`src/rtl/axis_traffic_gen.sv`:
```
`default_nettype none
// ============================================================================
//  Module   : axis_traffic_gen
//  Brief    : NoC injector emitting single-beat AXI-Stream packets to random
//             destinations at a programmable rate. Optional stall counter is
//             built when AXIS_GEN_STALL_COUNT_EN is defined.
//  Revision : 1.0 - initial release
// ============================================================================
module axis_traffic_gen #(
    parameter int          COUNT_WIDTH = 32,
    parameter int          TID         = 0,
    parameter int          TDATA_WIDTH = 512,
    parameter int          TDEST_WIDTH = 2,
    parameter int          TID_WIDTH   = 2,
    parameter int          NUM_ROUTERS = 2,
    parameter int          INJ_RATE    = 256,
    parameter logic [15:0] SEED        = 16'hACE1 ^ 16'(TID)
) (
    input  logic                     clk,
    input  logic                     rst_n,
    input  logic [TDATA_WIDTH/2-1:0] ticks,
    input  logic                     enable,
    input  logic [COUNT_WIDTH-1:0]   num_packets,
    output logic [COUNT_WIDTH-1:0]   sent_packets [NUM_ROUTERS],
    output logic [COUNT_WIDTH-1:0]   total_sent_packets,
    output logic                     done,
    output logic [COUNT_WIDTH-1:0]   stall_cycles,
    output logic                     axis_out_tvalid,
    input  logic                     axis_out_tready,
    output logic [TDATA_WIDTH-1:0]   axis_out_tdata,
    output logic                     axis_out_tlast,
    output logic [TID_WIDTH-1:0]     axis_out_tid,
    output logic [TDEST_WIDTH-1:0]   axis_out_tdest
);

    localparam int                     c_HALF     = TDATA_WIDTH / 2;
    localparam logic [15:0]            c_TAPS     = 16'hB400;
    localparam logic [8:0]             c_RATE     = 9'(INJ_RATE);
    localparam logic [8:0]             c_NUM_DEST = 9'(NUM_ROUTERS);
    localparam logic [COUNT_WIDTH-1:0] c_ONE      = COUNT_WIDTH'(1);

    typedef enum logic [1:0] {
        S_IDLE = 2'd0,
        S_GEN  = 2'd1,
        S_HOLD = 2'd2,
        S_DONE = 2'd3
    } state_t;

    state_t                 r_state;
    logic [15:0]            r_lfsr;
    logic [COUNT_WIDTH-1:0] r_remaining;

    logic                   w_inject;
    logic                   w_fire;
    logic [TDEST_WIDTH-1:0] w_dest;
    logic [COUNT_WIDTH-1:0] w_seq;

    assign w_inject = {1'b0, r_lfsr[7:0]} < c_RATE;
    assign w_dest   = TDEST_WIDTH'({1'b0, r_lfsr[15:8]} % c_NUM_DEST);
    assign w_fire   = axis_out_tvalid & axis_out_tready;

    // Sequence number for a new beat must see the increment of a beat
    // retiring to the same destination in this very cycle.
    always_comb begin
        w_seq = '0;
        for (int i = 0; i < NUM_ROUTERS; i++) begin
            if (w_dest == TDEST_WIDTH'(i)) begin
                w_seq = sent_packets[i];
            end
        end
        if (w_fire && (w_dest == axis_out_tdest)) begin
            w_seq = w_seq + c_ONE;
        end
    end

    always_ff @(posedge clk or negedge rst_n) begin
        if (!rst_n) begin
            r_lfsr <= SEED;
        end else begin
            r_lfsr <= r_lfsr[0] ? ((r_lfsr >> 1) ^ c_TAPS) : (r_lfsr >> 1);
        end
    end

    always_ff @(posedge clk or negedge rst_n) begin
        if (!rst_n) begin
            r_state            <= S_IDLE;
            r_remaining        <= '0;
            total_sent_packets <= '0;
            done               <= 1'b0;
            axis_out_tvalid    <= 1'b0;
            axis_out_tdata     <= '0;
            axis_out_tdest     <= '0;
            axis_out_tid       <= '0;
            axis_out_tlast     <= 1'b1;
            for (int i = 0; i < NUM_ROUTERS; i++) begin
                sent_packets[i] <= '0;
            end
        end else begin
            case (r_state)
                S_IDLE: begin
                    if (enable) begin
                        r_remaining <= num_packets;
                        if (num_packets == '0) begin
                            done    <= 1'b1;
                            r_state <= S_DONE;
                        end else begin
                            r_state <= S_GEN;
                        end
                    end
                end

                S_GEN: begin
                    if (!enable) begin
                        r_state <= S_IDLE;
                    end else if (w_inject) begin
                        axis_out_tdata  <= {ticks, c_HALF'(w_seq)};
                        axis_out_tdest  <= w_dest;
                        axis_out_tid    <= TID_WIDTH'(TID);
                        axis_out_tlast  <= 1'b1;
                        axis_out_tvalid <= 1'b1;
                        r_state         <= S_HOLD;
                    end
                end

                S_HOLD: begin
                    // Beat is never withdrawn; enable only matters once it retires.
                    if (w_fire) begin
                        for (int i = 0; i < NUM_ROUTERS; i++) begin
                            if (axis_out_tdest == TDEST_WIDTH'(i)) begin
                                sent_packets[i] <= sent_packets[i] + c_ONE;
                            end
                        end
                        total_sent_packets <= total_sent_packets + c_ONE;
                        r_remaining        <= r_remaining - c_ONE;
                        if (r_remaining == c_ONE) begin
                            axis_out_tvalid <= 1'b0;
                            done            <= 1'b1;
                            r_state         <= S_DONE;
                        end else if (enable && w_inject) begin
                            axis_out_tdata  <= {ticks, c_HALF'(w_seq)};
                            axis_out_tdest  <= w_dest;
                            axis_out_tid    <= TID_WIDTH'(TID);
                            axis_out_tlast  <= 1'b1;
                            axis_out_tvalid <= 1'b1;
                        end else if (enable) begin
                            axis_out_tvalid <= 1'b0;
                            r_state         <= S_GEN;
                        end else begin
                            axis_out_tvalid <= 1'b0;
                            r_state         <= S_IDLE;
                        end
                    end
                end

                S_DONE: begin
                    if (!enable) begin
                        done    <= 1'b0;
                        r_state <= S_IDLE;
                    end
                end

                default: begin
                    r_state <= S_IDLE;
                end
            endcase
        end
    end

`ifdef AXIS_GEN_STALL_COUNT_EN
    logic [COUNT_WIDTH-1:0] r_stall;

    always_ff @(posedge clk or negedge rst_n) begin
        if (!rst_n) begin
            r_stall <= '0;
        end else if (axis_out_tvalid && !axis_out_tready) begin
            r_stall <= r_stall + c_ONE;
        end
    end

    assign stall_cycles = r_stall;
`else
    assign stall_cycles = '0;
`endif

endmodule
`default_nettype wire

```
`config.mk`:
```
export PLATFORM = sky130hd
export DESIGN_NAME = axis_traffic_gen
export DESIGN_NICKNAME = d
export VERILOG_FILES = /design/src/rtl/axis_traffic_gen.sv
export SDC_FILE = /design/constraint.sdc
export NUM_CORES = 1
export LEC_CHECK = 0
export CORE_AREA = 10 10 356 358
export DETAILED_ROUTE_END_ITERATION = 7
export DIE_AREA = 0 0 366 368
export HOLD_SLACK_MARGIN = 0.12
export PLACE_DENSITY = 0.51
export SLEW_MARGIN = 20
export SYNTH_ARGS = -nofsm -noshare
export SYNTH_HDL_FRONTEND = slang
export SYNTH_SLANG_ARGS = --single-unit
export TNS_END_PERCENT = 30
```
`constraint.sdc`:
```
create_clock -name clk -period 4.2 [get_ports clk]
set_input_delay 0.84 -clock clk [delete_from_list [all_inputs] [get_ports clk]]
set_output_delay 0.84 -clock clk [all_outputs]
set_load 0.005 [all_outputs]
```
After elaboration in Yosys (flattened, before gate mapping)
Cells that the tools add are included.

storage, ports and cells
  register bits = 665
  output and inout bits = 647
  input bits = 292
  logic and storage cells = 89

operators by class
  eq/ne operators = 13
  mux-type cells = 41
  bitwise operators = 2
  add/sub/neg operators = 5
  reductions and logical operators = 16

operators by type and width
  kind                   count
  $mux 512               3
  $pmux 512 s2           1
  $mux 32                5
  $add 32x1->32 const B  4
  $pmux 32 s2            1
  $eq 32x1->1 const B    1
  $logic_not 32->1       1
  $sub 32x1->32 const B  1
  $mux 2                 12
  $mux 16                1
  $reduce_and 3->1       5
  $ne 2x2->1 const B     7
  $mux 1                 12
  $pmux 2 s2             2
  $pmux 2 s4             1
  $logic_not 2->1        3
  $reduce_and 6->1       1
  $eq 2x1->1 const B     2
  $eq 2x2->1 const B     2
  $not 3->4              1
  $pmux 1 s2             2
  $reduce_and 2->1       2
  $reduce_bool 2->1      2
  $pmux 1 s3             1
  other kinds (4)        4

Logic depth before layout (Yosys ltp)
Gate-level depths: netlist (run 1).

  depth in word-level cells = 9
  gate-level depth with buffers = 11
  mapped depth without buffers = 7

Worst setup path after synthesis (run 1)
No wires, ideal clock.

  kind = reg2reg
  start = register r_lfsr[8]
  end = register axis_out_tdata[20]
  cell stages (with the launch flop) = 12
  library setup time = 95 ps
  path buffers = 4
  setup slack = 1243 ps
  period minus slack after synthesis = 2957 ps
  data required time = 4105 ps
  arrival time = 2862 ps
  cells stage by stage = dfrtp_1 clkbuf_1 clkbuf_1 clkbuf_1 mux2_2 ha_1 nand3_1 a211oi_1 clkbuf_1 nand3_1 o31a_1 o31ai_1

between the ends
  cells in the longest elaborated chain, start to end = 9
  elaborated cells on any way between the ends = 11
  classes of those cells = add/sub (1); eq/ne (1); mux (7); reduce/logical (2)

ends and longest elaborated chain
  what                      RTL line  source
  start: declaration        50        logic [15:0] r_lfsr;
  start signal: assignment  80        r_lfsr <= r_lfsr[0] ? ((r_lfsr >> 1) ^ c_TAPS) : (r_lfsr >> 1);
  $logic_not 2->1           67        if (w_dest == TDEST_WIDTH'(i)) begin
  $mux 32 (2 in series)     67
  $add 32x1->32             72        w_seq = w_seq + c_ONE;
  $mux 32 *                 71        if (w_fire && (w_dest == axis_out_tdest)) begin
  $mux 512 *                139       end else if (enable && w_inject) begin
  $mux 512                  135       if (r_remaining == c_ONE) begin
  $mux 512                  127       if (w_fire) begin
  $pmux 512 s2 *            99        case (r_state)
  end signal: assignment    116       axis_out_tdata <= {ticks, c_HALF'(w_seq)};
  end signal: assignment    140       axis_out_tdata <= {ticks, c_HALF'(w_seq)};
  end: declaration          30        output logic [TDATA_WIDTH-1:0] axis_out_tdata,

Mark *: on every way between the ends. The rest lies on a longest branch, timed or not. The select of a mux whose other input is x is not followed.
A chain may end at the register's enable or synchronous reset.

Final worst setup path (run 1)
  start = register r_remaining[6]
  end = register axis_out_tdata[17]

between the ends
  cells in the longest elaborated chain, start to end = 3

ends and longest elaborated chain
  what                        RTL line  source
  start: declaration          51        logic [COUNT_WIDTH-1:0] r_remaining;
  start signal: assignment    102       r_remaining <= num_packets;
  start signal: assignment    134       r_remaining <= r_remaining - c_ONE;
  $eq 32x1->1                 135
  $ne 2x2->1 (no line)        -
  $reduce_and 3->1 (no line)  -

Every way passes these cells.

==> summary.md, run 1 <==
| Metric | Value |
|---|---|
| Largest net degree at the start of global routing | `92` |
| Post-DP HPWL | `76,800 µm` |
| Max incr delay on CP | `0.71 ns` |
| Starting density of the core | `18.5%` |
| Maximum vdd drop | `0.245 mV` |
| TritonCTS Sinks | `438` |
| Fin cells | `4,185` |
| Period minus WS final | `3.20 ns` |
| Post-DP Area | `29,900 µm²` |
| Violation count after the first detailed-routing iteration | `1,110` |
| Die Span X | `366 µm` |
| Worst-path clk slew | `0.06 ns` |
| F_max | `0.312 GHz` |
| Avg Vias per Cell | `3.88` |
| Global-route wire length before repair | `132,000 µm` |
| Post-CTS Hold Fix Bufs | `0` |
| RSZ-0062 raised after global routing | `false` |
| # rows | `127` |
| Inserted Clock Buffers | `55` |
| Fin util | `26.6%` |
| Final Max Slew Viols | `0` |
| Hold crit path type | `in -> async` |
| Clock tree from TritonCTS | `done` |
| Ys async rst share | `100%` |
| Wire per inst | `22.7 µm` |
| Worst path buffer plus inverter count | `0` |
| Die height | `368 µm` |
| R2r endpoint | `axis_out_tdata[17]` |
| Period utilization | `76.2%` |
| Clk Latency, worst-skew pair | `0.65 ns` |
| CP Class | `reg -> reg` |
| Synth warn | `0` |
| Post-synth cell types | `67` |
| Finished Cell Area | `31,700 µm²` |
| Final ANT Viol Nets | `0` |
| Beginning of the worst register-to-register path | `r_remaining[6]` |
| Grt total ovfl | `0` |
| Slew margin rel. | `25.9%` |
| DIE AREA | `135,000 µm²` |
| Post-CTS setup buffer count | `0` |
| Avg Cell Area, Syn | `12.0 µm²` |
| Number of global-route vias before repair | `16,633` |
| Top cell type by total area after synthesis | `dfrtp_1` |
| Status | `finished, final reports clean` |
| Crit path required time | `4.68 ns` |
| Synth Instances | `1,830` |
| DRT Pass-1 Iters | `6` |
| Share of layout cells above drive strength 1 | `16.5%` |
| Fill count | `12,509` |
| Clock skew | `0.0358 ns` |
| Leakage | `13.6 nW` |
| Post-Route Setup TNS | `0 ns` |
| Hold Vio Cnt, Final | `0` |
| WP data arrival | `3.68 ns` |
| R2r setup slk | `1.0 ns` |
| Area grow syn2layout | `43.9%` |
| Crit. End Element | `flip-flop` |
| Pwr Density | `301 nW/µm²` |
| EDFF count, synth | `0` |
| Remaining DRCs | `0` |
| CTS Buffer Depth | `3` |
| CTS HTree Levels | `2` |
| Crit path cell chain | `or4_1 -> or4_1 -> or4_1 -> nand2_4 -> o31ai_1` |
| Port Buffers | `679` |
| Crit-path max FO | `28` |
| PnR worst setup slack | `1.00 ns` |
| R2R depth | `5` |
| CTS root buf | `clkbuf_16` |
| Leading post-synthesis cells by cell area | `dfrtp_1, mux2_4, buf_4` |
| Max_cap viols | `0` |
| CP delay by family, top | `simple AND/OR/NAND/NOR gates` |
| Cells after DPL | `4,076` |
| Final setup viols | `0` |
| Synth Flop Type | `dfrtp_1` |
| Synthesized area | `22,000 µm²` |
| Startpoint types | `flip-flop` |
| Post-CTS sizing | `0` |
| Yosys reg bits | `438` |
| CP max stage cell | `or4_1` |
| Pre-CTS setup slack | `0.491 ns` |
| Worst-margin pin slew | `1.10 ns` |
| Most frequent CP cell | `or4_1` |
| Sequential element share of the synthesized area | `49.8%` |
| Core Region | `119,000 µm²` |
| Via count | `16,239` |
| Synth top area share | `48.7%` |
| Crit. path cell count | `5` |
| Post-Route WL | `94,800 µm` |
| Placer Congestion | `0.831` |
| Fin nets | `2,819` |
| Initial antenna violation count | `45` |
| GRT Total Usage | `13.4%` |
| Io pins | `939` |
-- flip-flops by register name (all words and copies together) (netlist names) --
signal / cells
r_remaining: 32
done: 1
axis_out_tdata: 288
total_sent_packets: 32
axis_out_tdest: 1
axis_out_tvalid: 1
r_lfsr: 16
sent_packets: 64
r_state: 2
axis_out_tlast: 1
-- layer usage --
layer	up-vias	GRT usage, %	wire (µm)
li1	7353	-	-
met1	8004	15.8	37800
met2	712	21.3	43700
met3	156	6.36	10400
met4	14	4.07	2790
met5	-	0	84
-- layout by cell type, fill, tap and decap left out, types with 18 or more instances in the layout --
master | synthesis | final
clkdlybuf4s50_1 | 0 | 678
dfrtp_1 | 429 | 428
conb_1 | 1 | 259
mux2_4 | 189 | 189
nand2_1 | 81 | 81
mux2_2 | 80 | 80
xnor2_1 | 76 | 76
nand3_1 | 73 | 73
o21ai_0 | 65 | 65
nor2_1 | 64 | 64
clkbuf_16 | 0 | 55
nand4_1 | 42 | 42
xor2_1 | 34 | 34
buf_4 | 259 | 32
nor3_1 | 30 | 30
a21oi_1 | 31 | 30
mux2i_1 | 30 | 30
nor4_1 | 26 | 25
inv_1 | 20 | 20
and3_1 | 19 | 19
clkbuf_1 | 54 | 18
-- logic make-up after synthesis --
logic type      synth area share (%)
flops                           49.8
compound gates                  5.43
fa+ha+maj                      0.341
simple gates                    10.3
xor+xnor                        4.37
buf+inv                         11.4
other cells                   0.0170
mux                             18.3
-- cells in the mapped netlist (all sizes together) (3+ instances only) --
master	instances
a211oi	6
a21oi	31
a22oi	7
a31oi	3
and2	7
and3	19
and4	11
and4b	4
buf	293
clkbuf	54
dfrtp	429
dfstp	9
ha	6
inv	20
mux2	269
mux2i	30
nand2	82
nand2b	6
nand3	73
nand3b	15
nand4	42
nand4b	4
nor2	65
nor2b	3
nor3	30
nor4	27
o21a	9
o21ai	66
o22a	5
o22ai	14
o31a	4
o31ai	15
o32ai	3
or2	6
or3	13
or4	10
xnor2	76
xor2	34
-- per-stage QoR --
stage	total power, mW	hold WS (ns)
after floorplan	4.55	0.331
after global placement	4.78	0.332
after detailed placement	4.78	0.336
after CTS	9.71	0.215
after global routing	9.92	0.241
final	9.53	0.224
-- cell type report --
type	instances	area, µm²	area share (%)
flip-flops and latches	438	11000	34.6
multi-input cells	1283	9530	30.1
repair buffers	723	7280	23.0
well taps	1612	2020	6.36
clock buffers	85	1610	5.07
clock inverters	16	201	0.635
inverters	20	75.1	0.237
diodes	8	20.0	0.0631
-- worst max path at each step --
stage,startpoint,end
after floorplan,r_lfsr[8],axis_out_tdata[20]
after global placement,axis_out_tready,axis_out_tdata[306]
after detailed placement,axis_out_tready,axis_out_tdata[319]
after CTS,r_remaining[15],axis_out_tdata[11]
after global routing,r_remaining[15],axis_out_tdata[17]
final,r_remaining[6],axis_out_tdata[17]
-- power by group --
group	switching [mW]	total [mW]	internal, mW
Clock	2.00	4.82	2.82
Combinational	0.225	0.485	0.261
Sequential	0.00265	4.23	4.22
(Power assumes the default switching activity.)
==> run 2, diff against run 1 <==
==> constraint.sdc (replaced) <==
create_clock -name clk -period 3.2 [get_ports clk]
set_input_delay 0.64 -clock clk [delete_from_list [all_inputs] [get_ports clk]]
set_output_delay 0.64 -clock clk [all_outputs]
set_load 0.005 [all_outputs]
==> run 2 against run 1 <==
Net effect:
- fmax grew 3.5%
- critical endpoint is now axis_out_tdata[395]
- highest routed layer unchanged
- via count is 0.29% higher
- sequential share of layout area is 0.22 points lower
- cell count rose by 0.74%
- register-to-register slack worse by 0.89 ns
- clock skew is 0.0019 ns lower
- global-route usage grew 0.075 points
- hold slack improved by 0.12 ns
- count of clock-buffer cells in the layout increased by 2
- sequential power is 31% higher
==> summary.md, run 2 (same netlist as run 1, synthesis figures left out) <==
| Metric | Value |
|---|---|
| Area grow syn2layout | `44.8%` |
| Worst-path clk slew | `0.06 ns` |
| DIE AREA | `135,000 µm²` |
| PnR worst setup slack | `0.107 ns` |
| Period minus WS final | `3.09 ns` |
| Clock skew | `0.0339 ns` |
| Commonest non-fill, non-tap cell in the layout | `clkdlybuf4s50_1` |
| Share of layout cells above drive strength 1 | `17.2%` |
| Power, Total | `12.5 mW` |
| Max_cap viols | `0` |
| R2R depth | `7` |
| Core Region | `119,000 µm²` |
| Crit path required time | `3.70 ns` |
| Pwr Density | `393 nW/µm²` |
| Violation count after the first detailed-routing iteration | `970` |
| Starting density of the core | `18.5%` |
| F_max | `0.323 GHz` |
| Initial antenna violation count | `48` |
| Final ANT Viol Nets | `0` |
| CP Class | `reg -> reg` |
| Max incr delay on CP | `0.64 ns` |
| Avg Vias per Cell | `3.86` |
| CP delay by family, top | `simple AND/OR/NAND/NOR gates` |
| Worst path buffer plus inverter count | `2` |
| Final Max Slew Viols | `0` |
| Io pins | `939` |
| Clock tree from TritonCTS | `done` |
| Hold EP | `r_lfsr[3]` |
| Max reg flops | `288` |
| CP max stage cell | `or4_1` |
| Largest net degree at the start of global routing | `75` |
| GRT Total Usage | `13.4%` |
| Hold Vio Cnt, Final | `0` |
| Number of global-route vias before repair | `17,018` |
| CTS HTree Levels | `2` |
| Largest Register | `axis_out_tdata` |
| Clk Latency, worst-skew pair | `0.64 ns` |
| Hold crit path type | `reg -> reg` |
| Placer Congestion | `0.817` |
| Wire per inst | `22.6 µm` |
| Startpoint types | `flip-flop` |
| CTS Buffer Depth | `3` |
| Die height | `368 µm` |
| Switching Share | `23.2%` |
| # rows | `127` |
| Maximum vdd drop | `0.285 mV` |
| Beginning of the worst register-to-register path | `r_remaining[6]` |
| Fill count | `12,454` |
| Global-route wire length before repair | `134,000 µm` |
| Top flop regs | `axis_out_tdata (288), sent_packets (64)` |
| Leakage | `13.7 nW` |
| Crit. End Element | `flip-flop` |
| Slew margin rel. | `47.2%` |
| Commonest cells after routing, fill and taps aside | `clkdlybuf4s50_1, dfrtp_1, conb_1, mux2_4, nand2_1` |
| Post-DP HPWL | `77,400 µm` |
| NetSw | `2.91 mW` |
| Worst-margin pin slew | `0.792 ns` |
| Period utilization | `96.6%` |
| Inserted Clock Buffers | `56` |
| Seq pwr share | `44.3%` |
| Crit path cell chain | `or4_1 -> or4_1 -> nor4_4 -> nor2_4 -> buf_12 -> buf_12 -> mux2_4` |
| Pre-CTS setup slack | `-0.177 ns` |
| RSZ-0062 raised after global routing | `false` |
| Final setup viols | `0` |
| Crit-path max FO | `74` |
| Remaining DRCs | `0` |
| R2r endpoint | `axis_out_tdata[395]` |
| CTS root buf | `clkbuf_16` |
| WP data arrival | `3.60 ns` |
| Grt total ovfl | `0` |
| Die Span X | `366 µm` |
| DRT Pass-1 Iters | `7` |
| R2r setup slk | `0.11 ns` |
| HP Start | `r_lfsr[4]` |
| Port Buffers | `679` |
| Fin nets | `2,843` |
| Post-Route WL | `95,300 µm` |
| Internal | `9.63 mW` |
| Via count | `16,286` |
| Clock power frac | `50.6%` |
| TritonCTS Sinks | `438` |
| Combinational fraction of design power | `5.2%` |
| WHS Path Cells | `0` |
| Status | `finished, final reports clean` |
run 2: worst max path at each step:
stage	start	end	slack (ns)	cells past startpoint
after detailed placement	axis_out_tready	axis_out_tdata[388]	-0.18	6
after global placement	axis_out_tready	axis_out_tdata[447]	-0.25	6
after global routing	r_remaining[6]	axis_out_tdata[395]	0.05	7
after floorplan	r_lfsr[8]	axis_out_tdata[20]	0.24	11
after CTS	r_remaining[6]	axis_out_tdata[395]	0.04	6
final	r_remaining[6]	axis_out_tdata[395]	0.11	7
run 2: cell type report:
type | instances | area, µm² | area share (%)
sequential | 438 | 11000 | 34.4
multi-input combinational | 1283 | 9520 | 29.8
timing repair buffer | 746 | 7460 | 23.4
tap | 1612 | 2020 | 6.32
clock buffer | 87 | 1630 | 5.10
clock inverter | 18 | 208 | 0.651
inverter | 20 | 75.1 | 0.235
antenna | 12 | 30.0 | 0.0941
run 2: worst register-to-register path, stage by stage, from the launching register on:
cell     delay (ns)
dfrtp_1        0.43
or4_1          0.64
or4_1          0.62
nor4_4         0.28
nor2_4         0.10
buf_12         0.16
buf_12         0.23
mux2_4         0.50
run 2: power by group through the flow:
| stage | Clock [mW] | Sequential (mW) | Combinational (mW) |
|---|---|---|---|
| CTS | 6.57 | 5.55 | 0.646 |
| floorplan | 0 | 5.65 | 0.320 |
| detailed placement | 0 | 5.65 | 0.642 |
| finish | 6.34 | 5.55 | 0.649 |
| global route | 6.78 | 5.54 | 0.714 |
| global placement | 0 | 5.65 | 0.640 |
run 2: what timing repair did:
item	in CTS	in global routing
gates resized for setup	0	0
endpoints found under the setup margin	0	84
hold endpoints to repair	46	0
hold buffers	1	0
setup buffers	0	2
run 2: metal layers:
layer / wire length, µm / vias to the layer above / GRT usage (%) / share of wire (%)
li1: - / 7403 / - / -
met1: 38300 / 8022 / 15.9 / 40
met2: 44400 / 700 / 21.4 / 47
met3: 10000 / 147 / 6.22 / 10
met4: 2440 / 14 / 4.40 / 2.6
met5: 86 / - / 0 / 0.090
run 2: metrics by stage:
step	hold WS [ns]	std cells	TNS [ns]	util [%]	instance area (µm²)
4_1_cts	0.347	4202	0	26.7	31800
5_1_grt	0.360	4214	0	26.7	31900
3_5_place_dp	0.335	4096	-21.30	25.1	30000
6_report	0.347	4216	0	26.7	31900
3_3_place_gp	0.332	4096	-35.49	25.1	30000
2_1_floorplan	0.331	2088	0	-	23000
==> run 3, diff against run 2 <==
--- a/config.mk
+++ b/config.mk
@@ -14,4 +14,3 @@
 export SYNTH_ARGS = -nofsm -noshare
 export SYNTH_HDL_FRONTEND = slang
 export SYNTH_SLANG_ARGS = --single-unit
-export TNS_END_PERCENT = 30
==> results of run 3 <==
No change in the layout: final DEF, timing and power equal those of run 2.
